==> config.mk <==
export PLATFORM = sky130hd
export DESIGN_NAME = dispatch4way_flat
export DESIGN_NICKNAME = d
export VERILOG_FILES = /design/src/rtl/dispatch4way_if.sv /design/src/rtl/dispatch4way.sv /design/src/flat_wrapper.sv
export SDC_FILE = /design/constraint.sdc
export NUM_CORES = 1
export LEC_CHECK = 0
export CAP_MARGIN = 10
export CORE_ASPECT_RATIO = 1.5
export CORE_UTILIZATION = 30
export CTS_CLUSTER_DIAMETER = 200
export CTS_CLUSTER_SIZE = 20
export DETAILED_ROUTE_END_ITERATION = 7
export MAX_ROUTING_LAYER = met4
export PLACE_DENSITY_LB_ADDON = 0.1
export SYNTH_ARGS = -nofsm -noshare
export SYNTH_HDL_FRONTEND = slang
export SYNTH_SLANG_ARGS = --single-unit
==> constraint.sdc <==
create_clock -name clk -period 2.9 [get_ports clk]
set_input_delay 0.58 -clock clk [delete_from_list [all_inputs] [get_ports clk]]
set_output_delay 0.58 -clock clk [all_outputs]
set_load 0.005 [all_outputs]
==> src/rtl/dispatch4way_if.sv <==
// Handshake bundle for dispatch4way: one upstream port, four downstream channels,
// routing controls and the accepted-word counter.
interface dispatch4way_if #(
    parameter int WIDTH = 16
);
    logic [WIDTH-1:0] in;
    logic             in_valid;
    logic             in_ready;
    logic             mode;
    logic [1:0]       in_sel;
    logic [1:0]       sel;
    logic [WIDTH-1:0] a, b, c, d;
    logic             a_valid, b_valid, c_valid, d_valid;
    logic             a_ready, b_ready, c_ready, d_ready;
    logic [15:0]      count;

    modport slave (
        input  in, in_valid, mode, in_sel,
        input  a_ready, b_ready, c_ready, d_ready,
        output in_ready, sel,
        output a, b, c, d,
        output a_valid, b_valid, c_valid, d_valid,
        output count
    );

    modport master (
        output in, in_valid, mode, in_sel,
        output a_ready, b_ready, c_ready, d_ready,
        input  in_ready, sel,
        input  a, b, c, d,
        input  a_valid, b_valid, c_valid, d_valid,
        input  count
    );
endinterface

==> src/rtl/dispatch4way.sv <==
// One-to-four word dispatcher: round-robin or addressed routing into four
// single-entry channel registers, each drained by its own ready handshake.

// Single-word holding register for one output channel.
module dispatch4way_lane #(
    parameter int WIDTH = 16
) (
    input  logic             clk,
    input  logic             reset,
    input  logic             load,
    input  logic [WIDTH-1:0] din,
    input  logic             drdy,
    output logic [WIDTH-1:0] dout,
    output logic             dvld
);
    // Data is only written on load, so a drained channel keeps its last word.
    always_ff @(posedge clk or posedge reset) begin
        if (reset) begin
            dout <= '0;
            dvld <= 1'b0;
        end else if (load) begin
            dout <= din;
            dvld <= 1'b1;
        end else if (dvld && drdy) begin
            dvld <= 1'b0;
        end
    end
endmodule

module dispatch4way #(
    parameter int WIDTH = 16
) (
    input  logic           clk,
    input  logic           reset,
    dispatch4way_if.slave  bus
);
    localparam int NUM_LANES = 4;

    logic [NUM_LANES-1:0][WIDTH-1:0] dat;
    logic [NUM_LANES-1:0]            vld;
    logic [NUM_LANES-1:0]            rdy;
    logic [NUM_LANES-1:0]            load;
    logic [1:0]                      rr;
    logic [1:0]                      sel;
    logic                            in_ready;
    logic                            accept;
    logic [15:0]                     count;

    assign rdy = {bus.d_ready, bus.c_ready, bus.b_ready, bus.a_ready};

    // in_ready looks only at the target's occupancy, never at downstream ready,
    // so a stalled round-robin target blocks input rather than being skipped.
    assign sel      = bus.mode ? bus.in_sel : rr;
    assign in_ready = ~vld[sel];
    assign accept   = bus.in_valid & in_ready;

    always_comb begin
        load      = '0;
        load[sel] = accept;
    end

    for (genvar i = 0; i < NUM_LANES; i++) begin : g_lane
        dispatch4way_lane #(.WIDTH(WIDTH)) u_lane (
            .clk  (clk),
            .reset(reset),
            .load (load[i]),
            .din  (bus.in),
            .drdy (rdy[i]),
            .dout (dat[i]),
            .dvld (vld[i])
        );
    end

    // rr only moves on round-robin accepts; addressed traffic leaves it parked.
    always_ff @(posedge clk or posedge reset) begin
        if (reset) begin
            rr    <= 2'd0;
            count <= 16'd0;
        end else if (accept) begin
            count <= count + 16'd1;
            if (!bus.mode)
                rr <= rr + 2'd1;
        end
    end

    assign bus.sel      = sel;
    assign bus.in_ready = in_ready;
    assign bus.count    = count;
    assign bus.a        = dat[0];
    assign bus.b        = dat[1];
    assign bus.c        = dat[2];
    assign bus.d        = dat[3];
    assign bus.a_valid  = vld[0];
    assign bus.b_valid  = vld[1];
    assign bus.c_valid  = vld[2];
    assign bus.d_valid  = vld[3];
endmodule

==> src/flat_wrapper.sv <==
// flat-port wrapper written by rule: the top's interface ports become plain ports
module dispatch4way_flat 
#(
    parameter int WIDTH = 16
)
  (clk, reset, bus_in, bus_in_valid, bus_mode, bus_in_sel, bus_a_ready, bus_b_ready, bus_c_ready, bus_d_ready, bus_in_ready, bus_sel, bus_a, bus_b, bus_c, bus_d, bus_a_valid, bus_b_valid, bus_c_valid, bus_d_valid, bus_count);
  dispatch4way_if #(.WIDTH(WIDTH)) bus_i ();
  input  logic clk;
  input  logic reset;
  input wire logic [$bits(bus_i.in)-1:0] bus_in;
  input wire logic [$bits(bus_i.in_valid)-1:0] bus_in_valid;
  input wire logic [$bits(bus_i.mode)-1:0] bus_mode;
  input wire logic [$bits(bus_i.in_sel)-1:0] bus_in_sel;
  input wire logic [$bits(bus_i.a_ready)-1:0] bus_a_ready;
  input wire logic [$bits(bus_i.b_ready)-1:0] bus_b_ready;
  input wire logic [$bits(bus_i.c_ready)-1:0] bus_c_ready;
  input wire logic [$bits(bus_i.d_ready)-1:0] bus_d_ready;
  output wire logic [$bits(bus_i.in_ready)-1:0] bus_in_ready;
  output wire logic [$bits(bus_i.sel)-1:0] bus_sel;
  output wire logic [$bits(bus_i.a)-1:0] bus_a;
  output wire logic [$bits(bus_i.b)-1:0] bus_b;
  output wire logic [$bits(bus_i.c)-1:0] bus_c;
  output wire logic [$bits(bus_i.d)-1:0] bus_d;
  output wire logic [$bits(bus_i.a_valid)-1:0] bus_a_valid;
  output wire logic [$bits(bus_i.b_valid)-1:0] bus_b_valid;
  output wire logic [$bits(bus_i.c_valid)-1:0] bus_c_valid;
  output wire logic [$bits(bus_i.d_valid)-1:0] bus_d_valid;
  output wire logic [$bits(bus_i.count)-1:0] bus_count;
  assign bus_i.in = bus_in;
  assign bus_i.in_valid = bus_in_valid;
  assign bus_i.mode = bus_mode;
  assign bus_i.in_sel = bus_in_sel;
  assign bus_i.a_ready = bus_a_ready;
  assign bus_i.b_ready = bus_b_ready;
  assign bus_i.c_ready = bus_c_ready;
  assign bus_i.d_ready = bus_d_ready;
  assign bus_in_ready = bus_i.in_ready;
  assign bus_sel = bus_i.sel;
  assign bus_a = bus_i.a;
  assign bus_b = bus_i.b;
  assign bus_c = bus_i.c;
  assign bus_d = bus_i.d;
  assign bus_a_valid = bus_i.a_valid;
  assign bus_b_valid = bus_i.b_valid;
  assign bus_c_valid = bus_i.c_valid;
  assign bus_d_valid = bus_i.d_valid;
  assign bus_count = bus_i.count;
  dispatch4way #(.WIDTH(WIDTH)) u_core (.clk(clk), .reset(reset), .bus(bus_i));
endmodule
# After elaboration in Yosys (flattened, before gate mapping)
# Cells that the tools add are included.
[op_classes]
magnitude_cmp = 2
mux = 13
add_sub_neg = 2
bitwise = 4
n_reduce_logical = 10
[op_table]
columns = ["op", "count"]
rows = [
  ["$add A16 B1 Y16 const B", 1],
  ["$mux W1", 10],
  ["$reduce_bool A2 Y1", 4],
  ["$logic_and A1 B1 Y1", 5],
  ["$and A4 B4 Y4", 1],
  ["$lt A2 B3 Y1 const B", 1],
  ["$add A2 B1 Y2 const B", 1],
  ["$bmux W1 S2", 1],
  ["$demux W1 S2", 1],
  ["$ge A2 B1 Y1 const B", 1],
  ["$mux W2", 1],
  ["$not A1 Y1", 2],
  ["$reduce_and A2 Y1", 1],
  ["$and A1 B1 Y1", 1],
]
[word_totals]
word_cells = 41
register_bits = 86
inputBits = 26
out_inout_bits = 87

# Logic depth before layout (Yosys ltp)
[logic_depth]
depth_word = 7
depth_mapped = 7
depth_no_buf = 5

# By module
# From an unflattened synthesis, not the netlist that was laid out.
[hier_totals]
cells_unflattened = 244
area_unflattened_um2 = 3772.4
[by_module_without_submodules]
columns = ["module", "area_per_inst_um2", "cells_per_inst", "n_inst", "seq_area_each_um2"]
rows = [
  ["dispatch4way_lane", 686.9, 38, 4, 425.4],
  ["dispatch4way", 1024.7, 92, 1, 450.4],
]

# Worst setup path before layout
# OpenSTA, ideal clock, no wires.
[synth_timing]
kind = "input to output"
start = "input port bus_mode"
end = "output port bus_in_ready"
path_stages = 5
arrival_time_ns = 1.542
required_time_ns = 2.320
path_buffers = 1
setup_slack_ns = 0.778
path_cell_list = "buf_2 -> nand2_1 -> o32ai_2 -> a21oi_1 -> a21boi_0"
[synth_via]
elab_chain_len = 4
[synth_rtl]
columns = ["item", "line", "source"]
rows = [
  ["start, declared", "flat_wrapper.sv:12", "input wire logic [$bits(bus_i.mode)-1:0] bus_mode;"],
  ["$mux W2", "dispatch4way.sv:53", "assign sel = bus.mode ? bus.in_sel : rr;"],
  ["$bmux W1 S2", "dispatch4way.sv:54", "assign in_ready = ~vld[sel];"],
  ["$mux W1 (not written as such)", "dispatch4way.sv:54", ""],
  ["$not A1 Y1", "dispatch4way.sv:54", ""],
  ["end, declared", "flat_wrapper.sv:18", "output wire logic [$bits(bus_i.in_ready)-1:0] bus_in_ready;"],
]
# No other way between the ends. The select of a mux whose other input is x is not followed.

# Worst setup path after layout
[layout_timing]
start = "input port bus_in_sel[1]"
end = "output port bus_in_ready"
[layout_via]
elab_chain_len = 4
[layout_rtl]
columns = ["item", "line", "source"]
rows = [
  ["start, declared", "flat_wrapper.sv:13", "input wire logic [$bits(bus_i.in_sel)-1:0] bus_in_sel;"],
  ["$mux W2", "dispatch4way.sv:53", ""],
  ["$bmux W1 S2", "dispatch4way.sv:54", ""],
  ["$mux W1 (not written as such)", "dispatch4way.sv:54", ""],
  ["$not A1 Y1", "dispatch4way.sv:54", ""],
]
# No other way between the ends. The select of a mux whose other input is x is not followed.

==> flow_summary.toml <==
[run_status]
outcome = "finished, final reports clean"

[route]
via_per_inst = 4.62
first_iter_violations = 70
vias = 2456
wl_mm = 9.02
drc_errors = 0
wl_per_cell_um = 17.0
ant_nets = 0
dr.pass1.iters = 4

[cts]
clkTransAtPathRegs_ps = 60
cts_tree = "built"
cts_buffer_depth = 2
root_buffer = "clkbuf_16"
hold_buffers = 0
worstSkewPairLatency_ps = 330
numCtsBuffers = 9
cts.sinks = 86
h-tree-depth = 3

[min_path]
holdPathEnd = "u_core.bus.count[15]"
min_path_cells = 1
min-delay-start = "u_core.bus.count[15]"
holdCritPathClass = "flop to flop"

[placement]
dp_hpwl_mm = 6.40
dp_slack_ps = 56.9
gp_congestion = 0.786
port_buffers = 112

[sta]
max_freq_ghz = 0.361
slew-limit-headroom_pct = 59.0
timing.hold.ws_ps = 475
min_period_ps = 2770
slew_violations = 0
fin_tns_setup_ps = 0
clock_skew_ps = 5.14
finalWorstSetupSlack_ps = 126
post-route-period-util_pct = 95.6
rsz0062_at_grt = "false"
setup_violations = 0
tightest_slew_ps = 615
finalHoldViolCount = 0

[final_layout]
diodes = 0
syn_to_final_growth_pct = 45.1
nets = 406
utilization_pct = 45.0
layout-drive-gt1-share_pct = 26.7

[power]
max-vdd-ir-drop_v = 0.000460
p_per_area_nw_per_um2 = 998
p_leak_nw = 2.22
power.total_mw = 5.24

[critical_path]
cpPeakStageDelay_ps = 570
cp_common_cell = "clkdlybuf4s50_1"
cp_max_fo = 3
worstRegToRegCells = 5
cp.arrival_ps = 2190
ff2ff_setup_slack_ps = 810
cp_num_buf_inv = 2
critPathCaptureType = "primary output"
r2r_end = "u_core.g_lane[1].u_lane.dout[5]"
crit_path_top_delay_cell = "clkdlybuf4s50_1"
r2r_start = "u_core.rr[0]"
path_class = "primary input to primary output"
path_cells = "clkdlybuf4s50_1 > o32ai_2 > a21oi_1 > a21boi_0 > clkdlybuf4s50_1"
start_kind = "primary input"
worstPathRequired_ps = 2320
crit_family = "buffers and inverters"

[logic_synthesis]
synth-xor-area-share_pct = 4.11
yosys.cell_types.count = 36
postSynthAreaPerCell_sq_um = 14.5
synth_mux_area_share_pct = 22.0
synthSimpleGateAreaFrac_pct = 6.43
synthCells = 249
yosysWarnings = 0
postSynthNetCount = 276
synth_top_family_by_area = "multiplexers"
synth.largest_area_cell = "dfrtp_1"
ys_ff_latch = 86
synth_compound_area_share_pct = 4.25
yosysSeqAreaShare_pct = 59.5
synth_fa_ha_area_share_pct = 0.346
synth_area_leaders = "dfrtp_1, mux2_2, xnor2_1, mux2_4, nand3_1"
syn_area_sq_um = 3620
synth_top_area_share_pct = 59.5

[run]
cap_violations = 0

[floorplan]
start_util_pct = 31.1
die_area_sq_um = 12500
die_h_um = 137
core_sq_um = 11700
ios = 113
dieWidth_um = 91.7
row_count = 48

[global_route]
grt_pass1_vias = 2639
antenna_found_initial = 0
grt_remaining_overflow = 0
grt_max_degree = 34
grt_pass1_wl_mm = 14.5
track_usage_pct = 16.0
layer usage:
layer	part of all wire, %	wire length, um	global-route usage, %
met3	4.5	407	4.11
met4	1.8	160	6.70
met5	0	0	-
met2	52	4660	26.1
met1	42	3790	18.8
worst register-to-register path: cells and delay by family (launching register included):
family / cells / cell delay (ps)
mux: 1 / 460
flops: 1 / 450
simple gates: 1 / 410
buf+inv: 2 / 320
compound gates: 1 / 320
state kept, by name (all words and copies together) (netlist names):
register	count
u_core.g_lane.u_lane.dout	64
u_core.bus.count	16
u_core.g_lane.u_lane.dvld	4
u_core.rr	2
cell type report:
| type | instances | area, sq um |
|---|---|---|
| repair buffers | 129 | 1280 |
| flip-flops and latches | 86 | 2150 |
| well taps | 150 | 188 |
| fillers | 1127 | 6400 |
| inverters | 8 | 31.3 |
| clock buffers | 12 | 246 |
| multi-input cells | 145 | 1340 |
| clock inverters | 2 | 10.0 |
cell usage after synthesis:
master,count
a211oi_1,1
a211oi_2,1
a211oi_4,1
a21boi_0,2
a21o_1,2
a21oi_1,2
a31oi_1,1
and3_1,4
and4_1,2
buf_12,1
buf_2,4
buf_4,1
buf_6,4
dfrtp_1,86
ha_1,1
inv_1,8
mux2_2,56
mux2_4,9
mux2i_1,3
nand2_1,6
nand3_1,12
nand3_2,1
nand4_1,7
nor2_1,2
nor2b_1,1
nor3_1,2
nor3_4,1
nor3b_1,1
o21ai_0,5
o21ai_2,1
o311ai_0,1
o32ai_2,1
o41ai_1,1
or3_1,1
xnor2_1,16
xor2_1,1
stage by stage:
stage,instances,cell area [sq um]
after CTS,532,5250
after floorplan,249,3620
after global routing,532,5250
final,532,5250
after global placement,518,4990
after detailed placement,518,4990
kinds of logic (layout without fill, tap and decap cells):
kind of cell	after synthesis	in the layout
xor+xnor	17	17
mux	68	68
buf+inv	18	151
compound gates	19	19
simple gates	40	40
fa+ha+maj	1	1
flops	86	86
placed cells by master, fill, tap and decap left out, types with 2 or more instances in the layout:
cell type and count:
mux2_2 56, clkdlybuf4s50_1 111, a21o_1 2, mux2_4 9, buf_12 2, clkinv_2 3, a21boi_0 2, mux2i_1 3
buf_4 15, inv_1 7, and3_1 4, nor3_1 2, clkbuf_1 2, a21oi_1 2, nand3_1 12, clkbuf_16 9
nand2_1 6, nor2_1 2, xnor2_1 16, dfrtp_1 85, and4_1 2, nand4_1 7, o21ai_0 5
worst max path at each step:
stage	start	endpoint	slack, ps	depth (start not counted)
final	bus_in_sel[1]	bus_in_ready	130	5
after global placement	bus_mode	bus_in_ready	80	6
after CTS	bus_mode	bus_in_ready	40	6
after detailed placement	bus_mode	bus_in_ready	60	6
after global routing	bus_in_sel[1]	bus_in_ready	50	5
after floorplan	reset	u_core.bus.count[0]	100	1
power breakdown:
part           leakage [nW]  total (mW)  internal [mW]  switching (mW)
registers              1.05        2.10           1.73           0.369
clock network         0.128        1.03          0.592           0.436
logic                  1.05        2.11           1.46           0.648
total                  2.22        5.24           3.79            1.45
timing repair:
action	CTS	global route
setup endpoints to repair	0	1
resized for setup	0	2
buffers inserted	0	0
(Power assumes the default switching activity.)
